`src/rtl/ctrl_decode_pipe.sv`:
```
// RV32 ID-stage control decoder with a registered ID/EX control bundle,
// valid/hold handshake, load-use bubble insertion and redirect flush.
module ctrl_decode_pipe #(
    parameter int ALU_OP_W  = 6,
    parameter int ENABLE_M  = 0,
    parameter int HAZARD_EN = 1
) (
    input  logic                clk_i,
    input  logic                reset_i,
    input  logic                instr_valid_i,
    input  logic [31:0]         instruction_i,
    input  logic                flush_i,
    input  logic                ex_stall_i,
    output logic                stall_o,
    output logic                ctrl_valid_o,
    output logic                alusrc1_o,
    output logic                alusrc2_o,
    output logic [1:0]          dmem_to_reg_o,
    output logic                reg_write_o,
    output logic                mem_read_o,
    output logic                mem_write_o,
    output logic                branch_o,
    output logic                jump_o,
    output logic [ALU_OP_W-1:0] alu_op_o,
    output logic [4:0]          rd_o,
    output logic [2:0]          funct3_o,
    output logic                illegal_o
);

    localparam logic [6:0] OP_R      = 7'b0110011;
    localparam logic [6:0] OP_IMM    = 7'b0010011;
    localparam logic [6:0] OP_LUI    = 7'b0110111;
    localparam logic [6:0] OP_AUIPC  = 7'b0010111;
    localparam logic [6:0] OP_JAL    = 7'b1101111;
    localparam logic [6:0] OP_JALR   = 7'b1100111;
    localparam logic [6:0] OP_BRANCH = 7'b1100011;
    localparam logic [6:0] OP_LOAD   = 7'b0000011;
    localparam logic [6:0] OP_STORE  = 7'b0100011;

    localparam logic [ALU_OP_W-1:0] ALU_ADD  = ALU_OP_W'(0);
    localparam logic [ALU_OP_W-1:0] ALU_SLT  = ALU_OP_W'(2);
    localparam logic [ALU_OP_W-1:0] ALU_SLTU = ALU_OP_W'(3);
    localparam logic [ALU_OP_W-1:0] ALU_SRA  = ALU_OP_W'(8);
    localparam logic [ALU_OP_W-1:0] ALU_SUB  = ALU_OP_W'(9);
    localparam logic [ALU_OP_W-1:0] ALU_NOP  = ALU_OP_W'(15);

    typedef struct packed {
        logic                valid;
        logic                src1;
        logic                src2;
        logic [1:0]          d2r;
        logic                rw;
        logic                mr;
        logic                mw;
        logic                br;
        logic                jmp;
        logic [ALU_OP_W-1:0] alu;
        logic [4:0]          rd;
        logic [2:0]          f3;
        logic                ill;
    } bundle_t;

    localparam bundle_t BUBBLE = '{alu: ALU_NOP, default: '0};

    logic [6:0] opcode;
    logic [2:0] f3;
    logic [4:0] rd, rs1, rs2;
    logic       alt;
    logic       is_m;
    logic       use_rs1, use_rs2;
    logic       haz;
    bundle_t    dec, q;

    assign opcode = instruction_i[6:0];
    assign rd     = instruction_i[11:7];
    assign f3     = instruction_i[14:12];
    assign rs1    = instruction_i[19:15];
    assign rs2    = instruction_i[24:20];
    assign alt    = instruction_i[30];
    assign is_m   = (instruction_i[31:25] == 7'b0000001);

    always_comb begin
        dec       = BUBBLE;
        dec.valid = 1'b1;
        dec.rd    = rd;
        dec.f3    = f3;
        use_rs1   = 1'b1;
        use_rs2   = 1'b0;
        case (opcode)
            OP_R: begin
                use_rs2 = 1'b1;
                if (is_m) begin
                    if (ENABLE_M != 0) begin
                        dec.d2r = 2'b01;
                        dec.rw  = 1'b1;
                        dec.alu = ALU_OP_W'({2'b10, f3});
                    end else begin
                        dec.ill = 1'b1;
                    end
                end else begin
                    dec.d2r = 2'b01;
                    dec.rw  = 1'b1;
                    // funct3 doubles as the ALU code except for the alt forms
                    if (f3 == 3'd0 && alt)      dec.alu = ALU_SUB;
                    else if (f3 == 3'd5 && alt) dec.alu = ALU_SRA;
                    else                        dec.alu = ALU_OP_W'(f3);
                end
            end
            OP_IMM: begin
                dec.src2 = 1'b1;
                dec.d2r  = 2'b01;
                dec.rw   = 1'b1;
                dec.alu  = (f3 == 3'd5 && alt) ? ALU_SRA : ALU_OP_W'(f3);
            end
            OP_LUI: begin
                use_rs1 = 1'b0;
                dec.d2r = 2'b11;
                dec.rw  = 1'b1;
            end
            OP_AUIPC: begin
                use_rs1  = 1'b0;
                dec.src1 = 1'b1;
                dec.src2 = 1'b1;
                dec.d2r  = 2'b01;
                dec.rw   = 1'b1;
                dec.alu  = ALU_ADD;
            end
            OP_JAL: begin
                use_rs1  = 1'b0;
                dec.src1 = 1'b1;
                dec.src2 = 1'b1;
                dec.d2r  = 2'b10;
                dec.rw   = 1'b1;
                dec.jmp  = 1'b1;
                dec.alu  = ALU_ADD;
            end
            OP_JALR: begin
                dec.src2 = 1'b1;
                dec.d2r  = 2'b10;
                dec.rw   = 1'b1;
                dec.jmp  = 1'b1;
                dec.alu  = ALU_ADD;
            end
            OP_BRANCH: begin
                use_rs2 = 1'b1;
                case (f3)
                    3'd0, 3'd1: begin dec.br = 1'b1; dec.alu = ALU_SUB;  end
                    3'd4, 3'd5: begin dec.br = 1'b1; dec.alu = ALU_SLT;  end
                    3'd6, 3'd7: begin dec.br = 1'b1; dec.alu = ALU_SLTU; end
                    default:    dec.ill = 1'b1;
                endcase
            end
            OP_LOAD: begin
                dec.src2 = 1'b1;
                dec.mr   = 1'b1;
                dec.rw   = 1'b1;
                dec.alu  = ALU_ADD;
            end
            OP_STORE: begin
                use_rs2  = 1'b1;
                dec.src2 = 1'b1;
                dec.mw   = 1'b1;
                dec.alu  = ALU_ADD;
            end
            default: dec.ill = 1'b1;
        endcase
        if (rd == 5'd0) dec.rw = 1'b0;
    end

    // Load in ID/EX whose result the ID instruction needs: insert one bubble
    always_comb begin
        haz = (HAZARD_EN != 0) && q.valid && q.mr && (q.rd != 5'd0) && instr_valid_i &&
              ((use_rs1 && rs1 == q.rd) || (use_rs2 && rs2 == q.rd));
    end

    assign stall_o = (haz | ex_stall_i) & ~flush_i;

    always_ff @(posedge clk_i) begin
        if (reset_i)            q <= BUBBLE;
        else if (flush_i)       q <= BUBBLE;
        else if (ex_stall_i)    q <= q;
        else if (haz)           q <= BUBBLE;
        else if (instr_valid_i) q <= dec;
        else                    q <= BUBBLE;
    end

    assign ctrl_valid_o  = q.valid;
    assign alusrc1_o     = q.src1;
    assign alusrc2_o     = q.src2;
    assign dmem_to_reg_o = q.d2r;
    assign reg_write_o   = q.rw;
    assign mem_read_o    = q.mr;
    assign mem_write_o   = q.mw;
    assign branch_o      = q.br;
    assign jump_o        = q.jmp;
    assign alu_op_o      = q.alu;
    assign rd_o          = q.rd;
    assign funct3_o      = q.f3;
    assign illegal_o     = q.ill;

endmodule

```
`config.mk`:
```
export PLATFORM = sky130hd
export DESIGN_NAME = ctrl_decode_pipe
export DESIGN_NICKNAME = d
export VERILOG_FILES = /design/src/rtl/ctrl_decode_pipe.sv
export SDC_FILE = /design/constraint.sdc
export NUM_CORES = 1
export LEC_CHECK = 0
export BUFFER_PORTS_ARGS = -buffer_cell sky130_fd_sc_hd__buf_2
export CORE_MARGIN = 2
export CORE_UTILIZATION = 41
export DETAILED_ROUTE_END_ITERATION = 16
export GPL_TIMING_DRIVEN = 0
export PLACE_DENSITY = 0.78
export SYNTH_ARGS = -nofsm -noshare
export SYNTH_HDL_FRONTEND = slang
export SYNTH_SLANG_ARGS = --single-unit
```
`constraint.sdc`:
```
create_clock -name clk_i -period 2.1 [get_ports clk_i]
set_input_delay 0.525 -clock clk_i [delete_from_list [all_inputs] [get_ports clk_i]]
set_output_delay 0.525 -clock clk_i [all_outputs]
set_load 0.005 [all_outputs]
```
[Yosys cells after proc, flatten, opt, wreduce, memory -nomap -nowiden]
Cells that the tools add are included.
Cells by class
  equal/unequal tests: 17
  muxes and demuxes: 23
  bitwise gates (word level): 3
  reductions and logical operators: 26
Operators by type and width (count)
  $mux 25: 2
  $pmux 6 s4: 1
  $eq 7x6->1 const B: 3
  $eq 7x7->1 const B: 3
  $reduce_or 6->1: 3
  $eq 7x5->1 const B: 2
  $reduce_or 2->1: 7
  $eq 3x3->1 const B: 4
  $mux 1: 12
  $mux 4: 3
  $pmux 4 s3: 1
  $eq 5x5->1: 2
  $logic_and 1x1->1: 8
  $pmux 2 s4: 1
  $eq 7x1->1 const B: 1
  $eq 7x2->1 const B: 1
  $reduce_or 7->1: 1
  $reduce_or 3->1: 2
  $logic_not 5->1: 1
  $reduce_bool 5->1: 1
  $reduce_or 5->1: 1
  $eq 3x1->1 const B: 1
  $logic_not 3->1: 1
  $pmux 1 s3: 1
  6 further kinds: 6
Storage, ports and cells
  register bits after elaboration: 25
  input port bits: 37
  word-level logic and storage cells: 82

[Depth between registers and ports, before layout]
  depth in word-level cells: 8
  gate-level depth with buffers: 7
  mapped depth without buffers: 5

[Worst setup path after synthesis]
Ideal clock, no wire load.
  path kind: input -> output
  from: in instruction_i[6]
  to: out stall_o
  arrival: 1.573 ns
  required time: 1.575 ns
  slack: 0.002 ns
  cell stages on the path: 5
  buffers on the path: 1
  path through: buf_2 -> or3b_2 -> o211ai_1 -> a2111o_1 -> a31oi_1
Between the ends
  word-level cells in the longest chain between the ends: 8
  elaborated cells between the ends (all ways): 16
  those cells by class: eq/ne: 6; mux: 2; bitwise: 2; reduce/logical: 6
RTL lines
  start: declaration: RTL line 11  | input logic [31:0] instruction_i,
  $eq 7x7->1, or another cell as far along: RTL line 89  | case (opcode)
  $reduce_or 3->1 (no source line)
  $mux 1: RTL line 89
  $logic_and 1x1->1: RTL line 173  | ((use_rs1 && rs1 == q.rd) || (use_rs2 && rs2 == q.rd));
  $logic_or 1x1->1 *: RTL line 173
  $logic_and 1x1->1 *: RTL line 172  | haz = (HAZARD_EN != 0) && q.valid && q.mr && (q.rd != 5'd0) && instr_valid_i &&
  $or 1x1->1 *: RTL line 176  | assign stall_o = (haz | ex_stall_i) & ~flush_i;
  $and 1x1->1 *: RTL line 176
  end: declaration: RTL line 14  | output logic stall_o,
Mark *: on every way between the ends. The rest lies on a longest branch, timed or not.

[Worst setup path after layout]
  from: reg q, in the netlist rd_o[2]
  to: out stall_o
Between the ends
  word-level cells in the longest chain between the ends: 6
  elaborated cells between the ends (all ways): 11
  those cells by class: eq/ne: 2; bitwise: 2; reduce/logical: 7
RTL lines
  start: declaration: RTL line 72  | bundle_t dec, q;
  start signal: assignment: RTL line 181  | else if (ex_stall_i) q <= q;
  $eq 5x5->1 or $reduce_bool 5->1 (tied branches): RTL line 173, 172
  $logic_and 1x1->1, on equally long branches: RTL line 173, 172
  $logic_or 1x1->1 or $logic_and 1x1->1 (tied branches): RTL line 173, 172
  $logic_and 1x1->1 *: RTL line 172
  $or 1x1->1 *: RTL line 176
  $and 1x1->1 *: RTL line 176
Marks and branches as above.

==> metrics.cfg <==
[outcome]
outcome = complete, but fails checks
violations = negative setup slack

[finish]
drive_gt1_share_pct = 43.50
syn2layout_area_growth_pct = 35.71
final_nets = 261
final_area_mm2 = 0.001735
diodes = 0

[timing]
maxSlewViolCount = 0
period_needed_ps = 2269
layout_setup_ws_ps = -168.5
fmax_ghz = 0.4408
clock_skew_ps = 10.14
hold_viol_final = 0
fin_crit_sh_pct = 108.0
tns_ps = -168.5
worstMarginPinSlew_ps = 1074
rsz0062_at_grt = true
max_slew_margin_pct = 27.84
setup_viol = 1

[clock_tree]
cts_tree = yes
clock-sinks = 23
cts_buffers = 3
cts.path.max_buffers = 2
htree_levels = 1
clk_latency_ps = 320
cts_root_buf = clkbuf_4
path_clk_slew_ps = 130

[setup_path]
crit_required_ps = 1570
worstSetupPathType = flop to output port
worstPathArrival_ps = 1740
cp_top_family = simple AND/OR/NAND/NOR gates
worstPathCellList = or4_4, or2_1, nand4_1, a31oi_1, buf_2
slowest_delay_ps = 530
path_max_fanout = 3
crit_buf_inv = 1
start_kind = flop
worst_path_max_delay_cell = or4_4
crit_path_end_kind = output port

[power]
powerDensity_mw_per_mm2 = 461.2
irDropWorstVdd_v = 0.0002032
p_leak_nw = 0.7709
p_total_uw = 800.4

[global_routing]
grt_pass1_wl_um = 5250
met2_usage_pct = 30.43
grt_use_met1_pct = 26.78
grt_pass1_vias = 1194
antenna_found_initial = 0
grt_start_max_net_pins = 14
use_met3_pct = 3.247
grt_use_total_pct = 19.22
grt_busiest_layer = met2
gr-total-overflow = 0

[drt]
via_per_inst = 5.430
drt_first_iter_violations = 60
drc = 0
drtPass1Iterations = 4
num_vias = 1390
drtAntennaViolNets = 0
drt-total-wl_um = 3452
detail_route.wl_per_cell_um = 13.48

[floorplanning]
std_cell_rows = 20
die_w_um = 59.85
num_io_pins = 63
die_y_um = 59.85
start_util_pct = 42.58
fp.dieArea_mm2 = 0.003581
design.core.area_mm2 = 0.003003

[logic_synthesis]
synth_ff_type = dfxtp_1
synthArstFlopShare_pct = 0
synthTopCellsByArea = dfxtp_1 (36%), a22o_2 (6.3%), nand2_1 (5.0%)
yosys.area.top_type = dfxtp_1
synth_cells = 152
yosysWarnings = 0
synth_seq_cells = 23
synth.cell_area_mm2 = 0.001279
synth_edf_count = 0
ys_seq_area_share_pct = 36.01
synth_top_area_share_pct = 36.01
syn_avg_cell_area_um2 = 8.413
synth_cell_types = 45

[placed_design]
place_area_mm2 = 0.001619
hpwl_um = 2634
io_buffers = 59
gp_congestion = 0.8750

[flow_run]
drv_cap = 0

[min_path]
hold_class = input pin to flop

[power breakdown]
part / internal (mW) / leakage (nW) / total (mW) / switching (mW)
clock network: 0.0714 / 0.0177 / 0.214 / 0.143
registers: 0.440 / 0.189 / 0.444 / 0.00458
logic: 0.0704 / 0.564 / 0.142 / 0.0715
[per-layer routing]
| layer | vias to the layer above | share of wire, % |
|---|---|---|
| li1 | 706 | - |
| met2 | 74 | 42 |
| met5 | - | 0 |
| met1 | 607 | 47 |
| met4 | 0 | 0.72 |
| met3 | 3 | 10 |
[worst paths after layout]
check             depth (start not counted)                       endpoint  slack, ps                     startpoint
hold / removal                            2           rd_o[4]$_SDFFE_PP0N_        430              instruction_i[11]
setup / recovery                          5                        stall_o       -170           rd_o[2]$_SDFFE_PP0N_
hold reg to reg                           2  dmem_to_reg_o[0]$_SDFFE_PP0N_        470  dmem_to_reg_o[0]$_SDFFE_PP0N_
setup reg to reg                          6       alu_op_o[1]$_SDFFE_PP1N_         80           rd_o[2]$_SDFFE_PP0N_
[state kept, by name, indices dropped and copies added, names as in the netlist, 2 cells and up]
| register | cells |
|---|---|
| funct3_o | 3 |
| rd_o | 5 |
| alu_op_o | 4 |
| dmem_to_reg_o | 2 |
[worst reg2reg max path, cell delays in order (launching register included)]
cell and delay (ps):
dfxtp_4 370, or4_4 530, or2_1 240, buf_4 140
a41oi_2 140, nand2_2 150, o32a_1 370
[stage by stage]
stage | util, % | setup slack, ps | instances | hold slack, ps
final | 57.79 | -168.5 | 256 | 434.3
after global routing | 57.79 | -232.9 | 256 | 425.1
after CTS | 57.17 | -170.3 | 255 | 432.5
after detailed placement | 53.92 | -242.3 | 245 | 437.1
after global placement | 53.92 | -234.9 | 245 | 434.6
after floorplan | - | 1.710 | 153 | 444.2
[kinds of logic (layout without fill, tap and decap cells)]
family / after synthesis / in the layout / synth area share, %
buf+inv: 11 / 81 / 4.207
other cells: 1 / 2 / 0.2933
xor+xnor: 10 / 10 / 6.849
compound gates: 42 / 42 / 25.44
mux: 1 / 1 / 0.8806
flops: 23 / 23 / 36.01
simple gates: 64 / 64 / 26.32
[Yosys cell counts (2+ instances only)]
library cell,number
nand2_1,17
o32a_1,2
buf_4,3
a31oi_1,3
or4_1,2
nand3b_1,2
xor2_1,4
a32o_1,3
nor2_1,11
o21ai_0,7
nor2b_1,2
clkbuf_1,3
nand3_1,7
dfxtp_1,23
nand4bb_1,2
inv_1,4
nand4_1,2
o22ai_1,2
a22o_2,8
xnor2_1,6
a21oi_1,7
o32ai_1,2
nor3_1,7
nand2b_1,2
[final cells by class]
| type | count | area, µm² |
|---|---|---|
| Fill cell | 281 | 1267 |
| Multi-Input combinational cell | 119 | 789.5 |
| Sequential cell | 23 | 471.7 |
| Timing Repair Buffer | 66 | 351.6 |
| Tap cell | 33 | 41.29 |
| Buffer | 7 | 38.79 |
| Clock buffer | 3 | 22.52 |
| Inverter | 4 | 15.01 |
| Clock inverter | 1 | 5.005 |
[placed cells by master (no fill, tap or decap), types with 3 or more instances in the layout]
cell      count
a22o_2        8
clkbuf_4      3
xor2_1        4
a32o_1        3
a31oi_1       3
nand3_1       7
buf_4         9
buf_2        60
inv_1         4
dfxtp_2       3
nand2_1      17
nor2_1       10
clkbuf_1      3
a21oi_1       7
nor3_1        6
xnor2_1       5
dfxtp_1      18
o21ai_0       7
[repair_timing]
action / CTS / global route
endpoints found under the setup margin: 1 / 2
buffers inserted: 6 / 1
hold buffers: 0 / 0
gates resized for setup: 11 / 2
pin swaps: 3 / 5
Power figures use the tool's default switching activity.
